[src/rtl/ssd_scan_bcd_counter.sv]
// ssd_scan_bcd_counter
// Multi-digit BCD up/down counter with parallel load, plus a time-multiplexed
// seven-segment driver. One digit is selected at a time (active-low one-hot
// d_sel) and its active-low segment pattern is presented on D_ssd. Leading
// zero digits can optionally be blanked. Display outputs are registered and
// lag the count/scan state by exactly one cycle.
module ssd_scan_bcd_counter #(
  parameter int DIGITS   = 4,  // 1..8
  parameter int STEP_DIV = 8,  // freq cycles per count step (>=1)
  parameter int SCAN_DIV = 4   // freq cycles per displayed digit (>=1)
) (
  input  logic                  freq,
  input  logic                  rst_n,
  input  logic                  en,
  input  logic                  up,
  input  logic                  load,
  input  logic [4*DIGITS-1:0]   load_val,
  input  logic                  blank_lz,
  output logic [4*DIGITS-1:0]   value,
  output logic                  wrap,
  output logic [DIGITS-1:0]     d_sel,
  output logic [14:0]           D_ssd
);

  localparam int VW     = 4 * DIGITS;
  localparam int STEP_W = (STEP_DIV > 1) ? $clog2(STEP_DIV) : 1;
  localparam int SCAN_W = (SCAN_DIV > 1) ? $clog2(SCAN_DIV) : 1;
  localparam int IDX_W  = (DIGITS > 1)   ? $clog2(DIGITS)   : 1;

  localparam logic [STEP_W-1:0] STEP_LAST = STEP_W'(STEP_DIV - 1);
  localparam logic [SCAN_W-1:0] SCAN_LAST = SCAN_W'(SCAN_DIV - 1);
  localparam logic [IDX_W-1:0]  IDX_LAST  = IDX_W'(DIGITS - 1);

  localparam logic [VW-1:0] ALL_NINES = {DIGITS{4'h9}};
  localparam logic [14:0]   SSD_OFF   = 15'h7FFF;

  // ---------------------------------------------------------------------------
  // Helper functions
  // ---------------------------------------------------------------------------

  // Clamp every nibble to a legal BCD digit (values above 9 become 9).
  function automatic logic [VW-1:0] bcd_clamp(input logic [VW-1:0] v);
    logic [VW-1:0] r;
    r = v;
    for (int k = 0; k < DIGITS; k++) begin
      if (v[4*k +: 4] > 4'd9) r[4*k +: 4] = 4'd9;
    end
    return r;
  endfunction

  // Ripple BCD increment; carry out of the top digit is dropped.
  function automatic logic [VW-1:0] bcd_inc(input logic [VW-1:0] v);
    logic [VW-1:0] r;
    logic          carry;
    r     = v;
    carry = 1'b1;
    for (int k = 0; k < DIGITS; k++) begin
      if (carry) begin
        if (v[4*k +: 4] >= 4'd9) begin
          r[4*k +: 4] = 4'd0;
        end else begin
          r[4*k +: 4] = v[4*k +: 4] + 4'd1;
          carry       = 1'b0;
        end
      end
    end
    return r;
  endfunction

  // Ripple BCD decrement; borrow out of the top digit is dropped.
  function automatic logic [VW-1:0] bcd_dec(input logic [VW-1:0] v);
    logic [VW-1:0] r;
    logic          borrow;
    r      = v;
    borrow = 1'b1;
    for (int k = 0; k < DIGITS; k++) begin
      if (borrow) begin
        if (v[4*k +: 4] == 4'd0) begin
          r[4*k +: 4] = 4'd9;
        end else begin
          r[4*k +: 4] = v[4*k +: 4] - 4'd1;
          borrow      = 1'b0;
        end
      end
    end
    return r;
  endfunction

  // Active-low a..g pattern for one BCD digit (a is the MSB).
  function automatic logic [6:0] seg_decode(input logic [3:0] d);
    logic [6:0] s;
    case (d)
      4'd0:    s = 7'b0000001;
      4'd1:    s = 7'b1001111;
      4'd2:    s = 7'b0010010;
      4'd3:    s = 7'b0000110;
      4'd4:    s = 7'b1001100;
      4'd5:    s = 7'b0100100;
      4'd6:    s = 7'b0100000;
      4'd7:    s = 7'b0001111;
      4'd8:    s = 7'b0000000;
      4'd9:    s = 7'b0000100;
      default: s = 7'b1111111;  // unreachable: the count never holds non-BCD
    endcase
    return s;
  endfunction

  // ---------------------------------------------------------------------------
  // State
  // ---------------------------------------------------------------------------
  logic [STEP_W-1:0] step_pre_q, step_pre_d;
  logic [VW-1:0]     value_q,    value_d;
  logic              wrap_q,     wrap_d;
  logic [SCAN_W-1:0] scan_pre_q, scan_pre_d;
  logic [IDX_W-1:0]  scan_idx_q, scan_idx_d;
  logic [DIGITS-1:0] d_sel_q,    d_sel_d;
  logic [14:0]       ssd_q,      ssd_d;

  logic              step_fire;

  // Count path: load beats step beats hold; load also restarts the prescaler.
  // NOTE: every signal driven in always_comb gets a default at the top so no
  // path leaves it unassigned, which would otherwise infer a latch.
  always_comb begin
    step_pre_d = step_pre_q;
    value_d    = value_q;
    wrap_d     = 1'b0;
    step_fire  = 1'b0;

    if (load) begin
      value_d    = bcd_clamp(load_val);
      step_pre_d = '0;
    end else if (en) begin
      if (step_pre_q == STEP_LAST) begin
        step_pre_d = '0;
        step_fire  = 1'b1;
      end else begin
        step_pre_d = step_pre_q + STEP_W'(1);
      end
    end

    if (step_fire) begin
      if (up) begin
        value_d = bcd_inc(value_q);
        wrap_d  = (value_q == ALL_NINES);
      end else begin
        value_d = bcd_dec(value_q);
        wrap_d  = (value_q == '0);
      end
    end
  end

  // Scan path: free-running prescaler advances the selected digit, wrapping
  // from the top digit back to digit 0.
  always_comb begin
    scan_pre_d = scan_pre_q + SCAN_W'(1);
    scan_idx_d = scan_idx_q;
    if (scan_pre_q == SCAN_LAST) begin
      scan_pre_d = '0;
      scan_idx_d = (scan_idx_q == IDX_LAST) ? '0 : scan_idx_q + IDX_W'(1);
    end
  end

  // Display path: pick the selected digit, decide blanking, decode segments.
  logic [3:0] cur_nib;
  logic       zero_above;
  logic       idx_lz;
  logic       blank;

  always_comb begin
    cur_nib    = 4'd0;
    zero_above = 1'b1;
    idx_lz     = 1'b0;
    // Walk from the top digit down; zero_above is true while every digit
    // from the top down to k is zero, i.e. digit k is a leading zero.
    for (int k = DIGITS - 1; k >= 0; k--) begin
      zero_above = zero_above & (value_q[4*k +: 4] == 4'd0);
      if (scan_idx_q == IDX_W'(k)) begin
        cur_nib = value_q[4*k +: 4];
        idx_lz  = zero_above;
      end
    end
    // Digit 0 always shows, so a zero count still displays a single "0".
    blank   = blank_lz && (scan_idx_q != '0) && idx_lz;
    d_sel_d = ~(DIGITS'(1) << scan_idx_q);
    ssd_d   = blank ? SSD_OFF : {seg_decode(cur_nib), 8'hFF};
  end

  // State registers; reset returns counter, scanner and display to idle.
  // NOTE: sequential state uses non-blocking assignments so every register
  // samples the pre-edge values regardless of statement order.
  always_ff @(posedge freq or negedge rst_n) begin
    if (!rst_n) begin
      step_pre_q <= '0;
      value_q    <= '0;
      wrap_q     <= 1'b0;
      scan_pre_q <= '0;
      scan_idx_q <= '0;
      d_sel_q    <= '1;
      ssd_q      <= SSD_OFF;
    end else begin
      step_pre_q <= step_pre_d;
      value_q    <= value_d;
      wrap_q     <= wrap_d;
      scan_pre_q <= scan_pre_d;
      scan_idx_q <= scan_idx_d;
      d_sel_q    <= d_sel_d;
      ssd_q      <= ssd_d;
    end
  end

  assign value = value_q;
  assign wrap  = wrap_q;
  assign d_sel = d_sel_q;
  assign D_ssd = ssd_q;

endmodule

[config.mk]
export PLATFORM = sky130hd
export DESIGN_NAME = ssd_scan_bcd_counter
export DESIGN_NICKNAME = d
export VERILOG_FILES = /design/src/rtl/ssd_scan_bcd_counter.sv
export SDC_FILE = /design/constraint.sdc
export NUM_CORES = 1
export LEC_CHECK = 0
export CORE_AREA = 2 2 75 77
export DETAILED_ROUTE_END_ITERATION = 10
export DIE_AREA = 0 0 77 79
export PLACE_DENSITY = 0.86
export SETUP_SLACK_MARGIN = 0.5
export SYNTH_ARGS = -nofsm -noshare
export SYNTH_HDL_FRONTEND = slang
export SYNTH_SLANG_ARGS = --single-unit
[constraint.sdc]
create_clock -name freq -period 4.8 [get_ports freq]
set_input_delay 0.48 -clock freq [delete_from_list [all_inputs] [get_ports freq]]
set_output_delay 0.48 -clock freq [all_outputs]
set_load 0.05 [all_outputs]
### Word-level counts from Yosys, hierarchy flattened

Memories as Yosys holds them, arrays and structs flattened.
Cells that the tools add are included.

| storage, ports and cells | value |
|---|---|
| flip-flop bits (word level) | 43 |
| memory bits (read-only) | 112 |
| input bits | 22 |
| word-level logic and storage cells | 123 |
| memories kept | 1 |

Memory list:

| memory | depth | width | rd ports | clocked after memory_dff | wr ports | line | source |
|---|---|---|---|---|---|---|---|
| (name not given) | 16 | 7 | 1 | 0 | 0 | 92 | `case (d)` |

| cells by class | value |
|---|---|
| add/subtract/negate cells | 11 |
| order comparisons | 8 |
| equal/unequal tests | 12 |
| shift-type cells | 1 |
| mux-type cells | 62 |
| bitwise logic cells | 4 |
| reduce and logical (&&, ||, !) cells | 14 |

Operators with widths:

| cell | number |
|---|---|
| 2-to-1 mux 4 bit | 22 |
| 2-to-1 mux 16 bit | 3 |
| 2-to-1 mux 1 bit | 31 |
| inequality test 3 x 2 -> 1 bit (second input constant) | 6 |
| adder 4 x 1 -> 4 bit (second input constant) | 4 |
| == test 16 bit (second input constant) | 1 |
| >= comparator 4 bit (second input constant) | 4 |
| greater-than comparator 4 bit (second input constant) | 4 |
| logical NOT 16 bit | 1 |
| logical NOT 4 bit | 4 |
| subtractor 4 x 1 -> 4 bit (second input constant) | 4 |
| 2-to-1 mux 15 bit | 1 |
| 2-to-1 mux 3 bit | 3 |
| AND reduction 3 bit | 3 |
| == test 2 bit (second input constant) | 3 |
| nonzero test 2 bit | 3 |
| adder 2 x 1 -> 2 bit (second input constant) | 2 |
| 2-to-1 mux 2 bit | 2 |
| inverter 4 bit | 1 |
| << shifter 1 x 2 -> 4 bit (first input constant) | 1 |
| adder 3 x 1 -> 3 bit (second input constant) | 1 |
| AND 1 bit | 3 |
| == test 3 bit (second input constant) | 1 |
| == test 2 x 1 -> 1 bit (second input constant) | 1 |
| other kinds (2) | 3 |

### Depth between registers and ports, before layout

Gate-level depths: netlist of run 1.

| logic depth | value |
|---|---|
| depth in word-level cells | 14 |
| mapped depth | 11 |

### Least setup slack after synthesis of run 1

OpenSTA, ideal clock, no wires.

| timing | value |
|---|---|
| path type | register to register |
| start point | register value_q[4] (netlist: value[4]) |
| end point | register value_q[7] (netlist: value[7]) |
| library setup time | 64 ps |
| arrival time | 2278 ps |
| required time | 4736 ps |
| slack | 2458 ps |
| cell stages (with the launch flop) | 8 |
| period minus slack after synthesis | 2342 ps |
| path through | dfrtp_1 clkbuf_1 inv_1 ha_1 or3b_4 mux4_2 a211oi_2 a21o_1 |

| on the way | value |
|---|---|
| longest elaborated chain between the ends | 5 |
| elaborated cells on any way between the ends | 10 |

Ends and longest elaborated chain:

| item | line | source |
|---|---|---|
| start, declared | 112 | `logic [VW-1:0] value_q, value_d;` |
| start signal, assigned | 203 | `value_q <= value_d;` |
| subtractor 4 x 1 -> 4 bit (tied with other cells) | 81 | `r[4*k +: 4] = v[4*k +: 4] - 4'd1;` |
| 2-to-1 mux 4 bit (on tied branches) | 78, 59 |  |
| 2-to-1 mux 4 bit (on tied branches) | 77, 58 |  |
| 2-to-1 mux 16 bit (*) | 143 | `if (up) begin` |
| 2-to-1 mux 16 bit (*) | 142 | `if (step_fire) begin` |

Every way passes the cells marked *; elsewhere a longest branch is shown, timed or not. The select of a mux whose other input is x is not followed.
A chain may end at the register's enable or synchronous reset.

### Final worst setup path of run 1

| timing | value |
|---|---|
| start point | register value_q[8] (netlist: value[8]) |
| end point | register value_q[15] (netlist: value[15]) |

| on the way | value |
|---|---|
| longest elaborated chain between the ends | 7 |
| elaborated cells on any way between the ends | 13 |

Ends and longest elaborated chain:

| item | line |
|---|---|
| >= comparator 4 bit / logical NOT 4 bit (equally long branches) | 59, 78 |
| 2-to-1 mux 1 bit (on tied branches) | 59, 78 |
| 2-to-1 mux 1 bit (on tied branches) | 58, 77 |
| 2-to-1 mux 1 bit | 143 |
| 2-to-1 mux 1 bit | 142 |
| inequality test 3 x 2 -> 1 bit (no line) | n/a |
| AND reduction 3 bit (no line) (*) | n/a |

Marked as above.

==> reports/qor.yml, run 1 <==
outcome: "completed"
drv_slew: 0
fin_skew_ns: 0.00957
synth_ff_type: "dfrtp_1"
setup_tns_ns: 0
cellPowerDensity_nw_per_um2: 270
synthArstFlopShare_pct: 100
drt_wl_total_um: 7070
synth_cell_types: 63
port_buffers: 49
syn_to_final_growth_pct: 19.2
grt_usage_pct: 23.9
worst-path-buf-inv: 1
crit_family: "simple AND/OR/NAND/NOR gates"
first_iter_violations: 179
grt_pass1_vias: 2541
drtPass1Iterations: 5
post_cts.repair.setup_buffers: 0
layout_min_cycle_time_ns: 2.52
clock_sinks: 35
viasPerCell: 5.98
synth_area_um2: 2950
routabilityCongestion: 0.851
p_switching_mw: 0.360
synth_edf_count: 0
rsz0062_at_grt: "false"
intPower_mw: 0.586
synth.avg_cell_area_um2: 8.49
leakage_nw: 1.45
ys_top_cells_by_area: "dfrtp_1 (20%), ha_1 (10%), dfstp_2 (9.8%), nand2_1 (3.6%), inv_1 (3.4%)"
antenna_cells: 0
clockBufferDepth: 2
setup_violations: 0
synth_top_area_share_pct: 20.4
clock_latency_ns: 0.30
dieArea_um2: 6080
num_rows: 27
path_clk_slew_ns: 0.08
post-synth-top-area-cell: "dfrtp_1"
drc: 0
max_slew_margin_pct: 54.8
grt_max_degree: 40
clkPwrFrac_pct: 25.6
synth_seq_cells: 35
cts_resized: 0
yosysWarnings: 0
num_vias: 2719
htreeDepth: 2
max_cap_violations: 0
worst_pin_slew_ns: 0.678
endpoint_kind: "flip-flop"
vdd_ir_drop_max_mv: 0.155
fp.coreArea_um2: 5340
overflow: 0
synth_cells: 347
cts_buffers: 5
dpl.hpwl_um: 4990
worstPathMaxFanout: 11
nets: 428
dpl_cell_area_um2: 3410
hold_viol_final: 0
drive_above_1_share_pct: 8.36
die_y_um: 79
fillers: 460
finalCritPeriodShare_pct: 52.6
seqPwrFrac_pct: 38.9
cts_tree: "built"
worstSetupStartpointType: "flip-flop"
min_path_type: "reg2reg"
cp.required_ns: 4.98
grt_pass1_wl_um: 11800
switching_share_pct: 38.1
critPathMaxStageDelay_ns: 0.57
root_buffer: "clkbuf_8"
yosysMostFrequentCell: "nand2_1"
slowest_stage: "nor3b_1"
ant_nets: 0
timing.fmax_ghz: 0.396
critical_path_arrival_ns: 2.71
hold_buffers: 0
combPwrFrac_pct: 35.4
synthTopCellsByCount: "nand2_1 (28), inv_1 (27), dfrtp_1 (24), ha_1 (24), nor2_1 (22)"
path_cells: "inv_1 > ha_1 > nor3b_1 > nand4b_1 > a32o_1 > mux2_1"
start_util_pct: 55.2
ios: 58
yosysSeqAreaShare_pct: 30.2
final_area_um2: 3510
die_w_um: 77
wire_per_inst_um: 15.5
path_class: "reg2reg"
antenna_found_initial: 0
-- final timing paths --
| check | start | to | slack (ns) | cells after the start |
|---|---|---|---|---|
| hold reg to reg | scan_pre_q[0]$_DFF_PN0_ | scan_pre_q[0]$_DFF_PN0_ | 0.43 | 1 |
| setup / recovery | value[8]$_DFFE_PN0P_ | value[15]$_DFFE_PN0P_ | 2.28 | 6 |
| setup reg to reg | value[8]$_DFFE_PN0P_ | value[15]$_DFFE_PN0P_ | 2.28 | 6 |
| max in group asynchronous | rst_n | d_sel[0]$_DFF_PN1_ | 3.86 | 2 |
| min in group asynchronous | rst_n | scan_idx_q[0]$_DFFE_PN0P_ | 0.60 | 2 |
| hold / removal | scan_pre_q[0]$_DFF_PN0_ | scan_pre_q[0]$_DFF_PN0_ | 0.43 | 1 |
-- layout by cell type, fill, tap and decap left out, drive strengths merged, types with 3 or more instances in the layout --
cell type | synthesis | routed
nand3b | 5 | 5
nand4 | 4 | 4
nand2 | 28 | 28
dfrtp | 24 | 24
nor3b | 9 | 9
nand2b | 6 | 6
clkdlybuf4s50 | 0 | 49
nor2 | 23 | 23
or3b | 8 | 8
inv | 27 | 27
nor2b | 5 | 5
buf | 17 | 3
mux2i | 5 | 5
dfstp | 11 | 11
nor3 | 9 | 9
nand3 | 6 | 6
a31oi | 5 | 5
clkbuf | 14 | 8
and2 | 5 | 5
o21ai | 28 | 28
o32ai | 3 | 3
a21oi | 21 | 21
a211oi | 10 | 10
o31ai | 5 | 5
o2bb2ai | 4 | 4
o21bai | 4 | 4
a311oi | 3 | 3
conb | 1 | 8
ha | 24 | 24
-- layout make-up --
cell class / instances / area (µm²) / area share, %
Clock buffer: 8 / 100 / 2.85
Tap cell: 72 / 90.1 / 2.57
Timing Repair Buffer: 52 / 513 / 14.6
Sequential cell: 35 / 890 / 25.3
Multi-Input combinational cell: 261 / 1820 / 51.8
Inverter: 27 / 101 / 2.89
-- power by group through the flow --
stage	Clock, mW	Combinational [mW]	Sequential (mW)
floorplan	0	0.174	0.433
global placement	0	0.326	0.372
detailed placement	0	0.332	0.373
CTS	0.242	0.334	0.368
global route	0.256	0.359	0.374
finish	0.243	0.335	0.369
-- flip-flops by register name (all words and copies together), names as in the netlist --
register / flops
D_ssd: 7
value: 16
scan_pre_q: 2
scan_idx_q: 2
wrap: 1
step_pre_q: 3
d_sel: 4
-- per-layer routing --
metal | global-route usage [%] | wire length (µm) | share of wire [%]
met1 | 31.1 | 2960 | 42
met4 | 8.57 | 168 | 2.4
met2 | 40.9 | 3450 | 49
met3 | 3.18 | 491 | 6.9
met5 | 0 | 0 | 0
-- metrics by stage --
| stage | worst slack, ns | util [%] | std cells | hold WS, ns | total power [mW] |
|---|---|---|---|---|---|
| 2_1_floorplan | 2.46 | - | 354 | 0.184 | 0.608 |
| 3_3_place_gp | 2.22 | 63.9 | 447 | 0.415 | 0.698 |
| 3_5_place_dp | 2.12 | 63.9 | 447 | 0.430 | 0.706 |
| 4_1_cts | 2.33 | 65.8 | 455 | 0.439 | 0.944 |
| 5_1_grt | 2.08 | 65.8 | 455 | 0.461 | 0.990 |
| 6_report | 2.28 | 65.8 | 455 | 0.435 | 0.947 |
-- logic make-up (layout without fill, tap and decap cells) --
kind of cell / Yosys count / after routing / share of synthesized area (%)
buf+inv: 58 / 87 / 8.96
fa+ha+maj: 24 / 24 / 10.2
compound gates: 102 / 102 / 23.9
other cells: 1 / 8 / 0.127
mux: 9 / 9 / 3.99
flops: 35 / 35 / 30.2
simple gates: 118 / 118 / 22.6
No activity file was read; power rests on OpenSTA's default activity.
==> inputs of run 2 (changes only) <==
CORE_AREA = 2 2 78 80   (was 2 2 75 77)
DIE_AREA = 0 0 80 82   (was 0 0 77 79)
PLACE_DENSITY = 0.8   (was 0.86)
clock period = 2.6 ns   (was 4.8 ns; I/O delays follow)
==> run 2 against run 1 <==
Critical path depth stayed put; setup slack worse by 1.7 ns; wire length is 2.6% higher; sequential power is 83% higher; clock-buffer cell count is 1 lower; non-clock buffer count is 22 higher; critical endpoint is now value[7]$_DFFE_PN0P_; cell area is 11% higher; final cell count is 5.5% higher; global-route usage is 1.7 points lower; clock skew is 0.0070 ns lower; via count is 2.7% higher.
==> reports/qor.yml, run 2 (synthesis results as in run 1) <==
critical_path_arrival_ns: 2.29
path_class: "reg2reg"
multi_input_area_um2: 2020
worstPathMaxFanout: 7
leakage_nw: 1.60
first_iter_violations: 158
cts_tree: "built"
syn_to_final_growth_pct: 32.2
vdd_ir_drop_max_mv: 0.265
max_cap_violations: 0
r2r_slack_ns: 0.55
worstSetupStartpointType: "flip-flop"
overflow: 0
drtPass1Iterations: 4
largest_reg_flops: 16
rr_worst_depth: 6
path_clk_slew_ns: 0.07
drc: 0
outcome: "completed"
die_y_um: 82
antenna_cells: 0
grt_max_degree: 36
crit_family: "multiplexers"
drive_above_1_share_pct: 24.0
start_util_pct: 51.3
cts_buffers: 5
timing.fmax_ghz: 0.488
r2r_end: "value[7]$_DFFE_PN0P_"
mostFrequentLayoutCell: "clkdlybuf4s50_1"
dpl_cell_area_um2: 3470
die_w_um: 80
clock_sinks: 35
htreeDepth: 2
clock_latency_ns: 0.29
dieArea_um2: 6560
final_cell_mix: "clkdlybuf4s50_1 (46), nand2_1 (28), buf_4 (25)"
ios: 58
drv_slew: 0
clockBufferDepth: 2
hold_viol_final: 0
fp.coreArea_um2: 5750
setup_violations: 0
cellPowerDensity_nw_per_um2: 461
endpoint_kind: "flip-flop"
grt_pass1_vias: 2394
regArea_um2: 901
path_cells: "inv_2 > ha_4 > or3b_4 > mux4_2 > a211oi_2 > a21o_1"
worst-path-buf-inv: 1
wire_per_inst_um: 15.1
drt_wl_total_um: 7250
routabilityCongestion: 0.836
dpl.hpwl_um: 5040
max_slew_margin_pct: 53.8
antenna_found_initial: 0
num_vias: 2793
grt_usage_pct: 22.1
cp.required_ns: 2.84
worst_pin_slew_ns: 0.693
timing.rr.start: "value[4]$_DFFE_PN0P_"
num_rows: 28
critPathMaxStageDelay_ns: 0.52
layout_min_cycle_time_ns: 2.05
port_buffers: 49
grt_pass1_wl_um: 11400
setup_tns_ns: 0
final_area_um2: 3890
root_buffer: "clkbuf_8"
finalCritPeriodShare_pct: 78.8
fillers: 476
rsz0062_at_grt: "true"
min_path_type: "in2async"
ant_nets: 0
viasPerCell: 5.82
slowest_stage: "mux4_2"
fin_skew_ns: 0.00259
nets: 450
run 2: final cells by class:
class / count / area share, %
multi-input cells: 261 / 51.9
flip-flops and latches: 35 / 23.1
clock inverters: 1 / 0.129
well taps: 75 / 2.41
inverters: 27 / 2.67
repair buffers: 74 / 17.5
clock buffers: 7 / 2.22
run 2: repair_timing:
action / CTS / global route
pin swaps: 0 / 3
gates resized for setup: 8 / 36
setup buffers: 2 / 17
hold buffers: 0 / 0
endpoints found under the setup margin: 13 / 16
run 2: metrics by stage:
stage / power [mW] / hold slack (ns) / util (%) / std cells / setup WS [ns]
finish: 1.80 / 0.387 / 67.7 / 480 / 0.550
global route: 1.89 / 0.431 / 67.7 / 480 / 0.442
CTS: 1.75 / 0.400 / 62.8 / 463 / 0.469
detailed placement: 1.32 / 0.425 / 60.5 / 453 / 0.341
global placement: 1.31 / 0.415 / 60.5 / 453 / 0.433
floorplan: 1.14 / -0.0356 / - / 354 / 0.491
run 2: worst max path at each step:
| stage | from | endpoint | slack [ns] | depth (start not counted) |
|---|---|---|---|---|
| after CTS | scan_idx_q[0]$_DFFE_PN0P_ | D_ssd[9]$_DFF_PN1_ | 0.47 | 10 |
| after detailed placement | en | value[8]$_DFFE_PN0P_ | 0.34 | 6 |
| after global placement | en | value[8]$_DFFE_PN0P_ | 0.43 | 6 |
| after global routing | scan_idx_q[0]$_DFFE_PN0P_ | D_ssd[8]$_DFF_PN1_ | 0.44 | 8 |
| after floorplan | value[4]$_DFFE_PN0P_ | value[7]$_DFFE_PN0P_ | 0.49 | 7 |
| final | value[4]$_DFFE_PN0P_ | value[7]$_DFFE_PN0P_ | 0.55 | 6 |
run 2: metal layers:
layer	wire length [µm]	global-route usage, %
met1	3220	30.0
met2	3580	36.9
met3	357	3.08
met4	93	6.78
met5	0	0
run 2: worst reg2reg max path, delay by kind of cell (launching register included):
| kind | cells | cell delay (ns) |
|---|---|---|
| compound gates | 2 | 0.33 |
| fa+ha+maj | 1 | 0.16 |
| buf+inv | 1 | 0.10 |
| flops | 1 | 0.47 |
| mux | 1 | 0.52 |
| simple gates | 1 | 0.42 |
run 2: report_power, final:
part	switching (mW)	internal, mW
Clock	0.205	0.214
Combinational	0.409	0.291
Sequential	0.0719	0.604
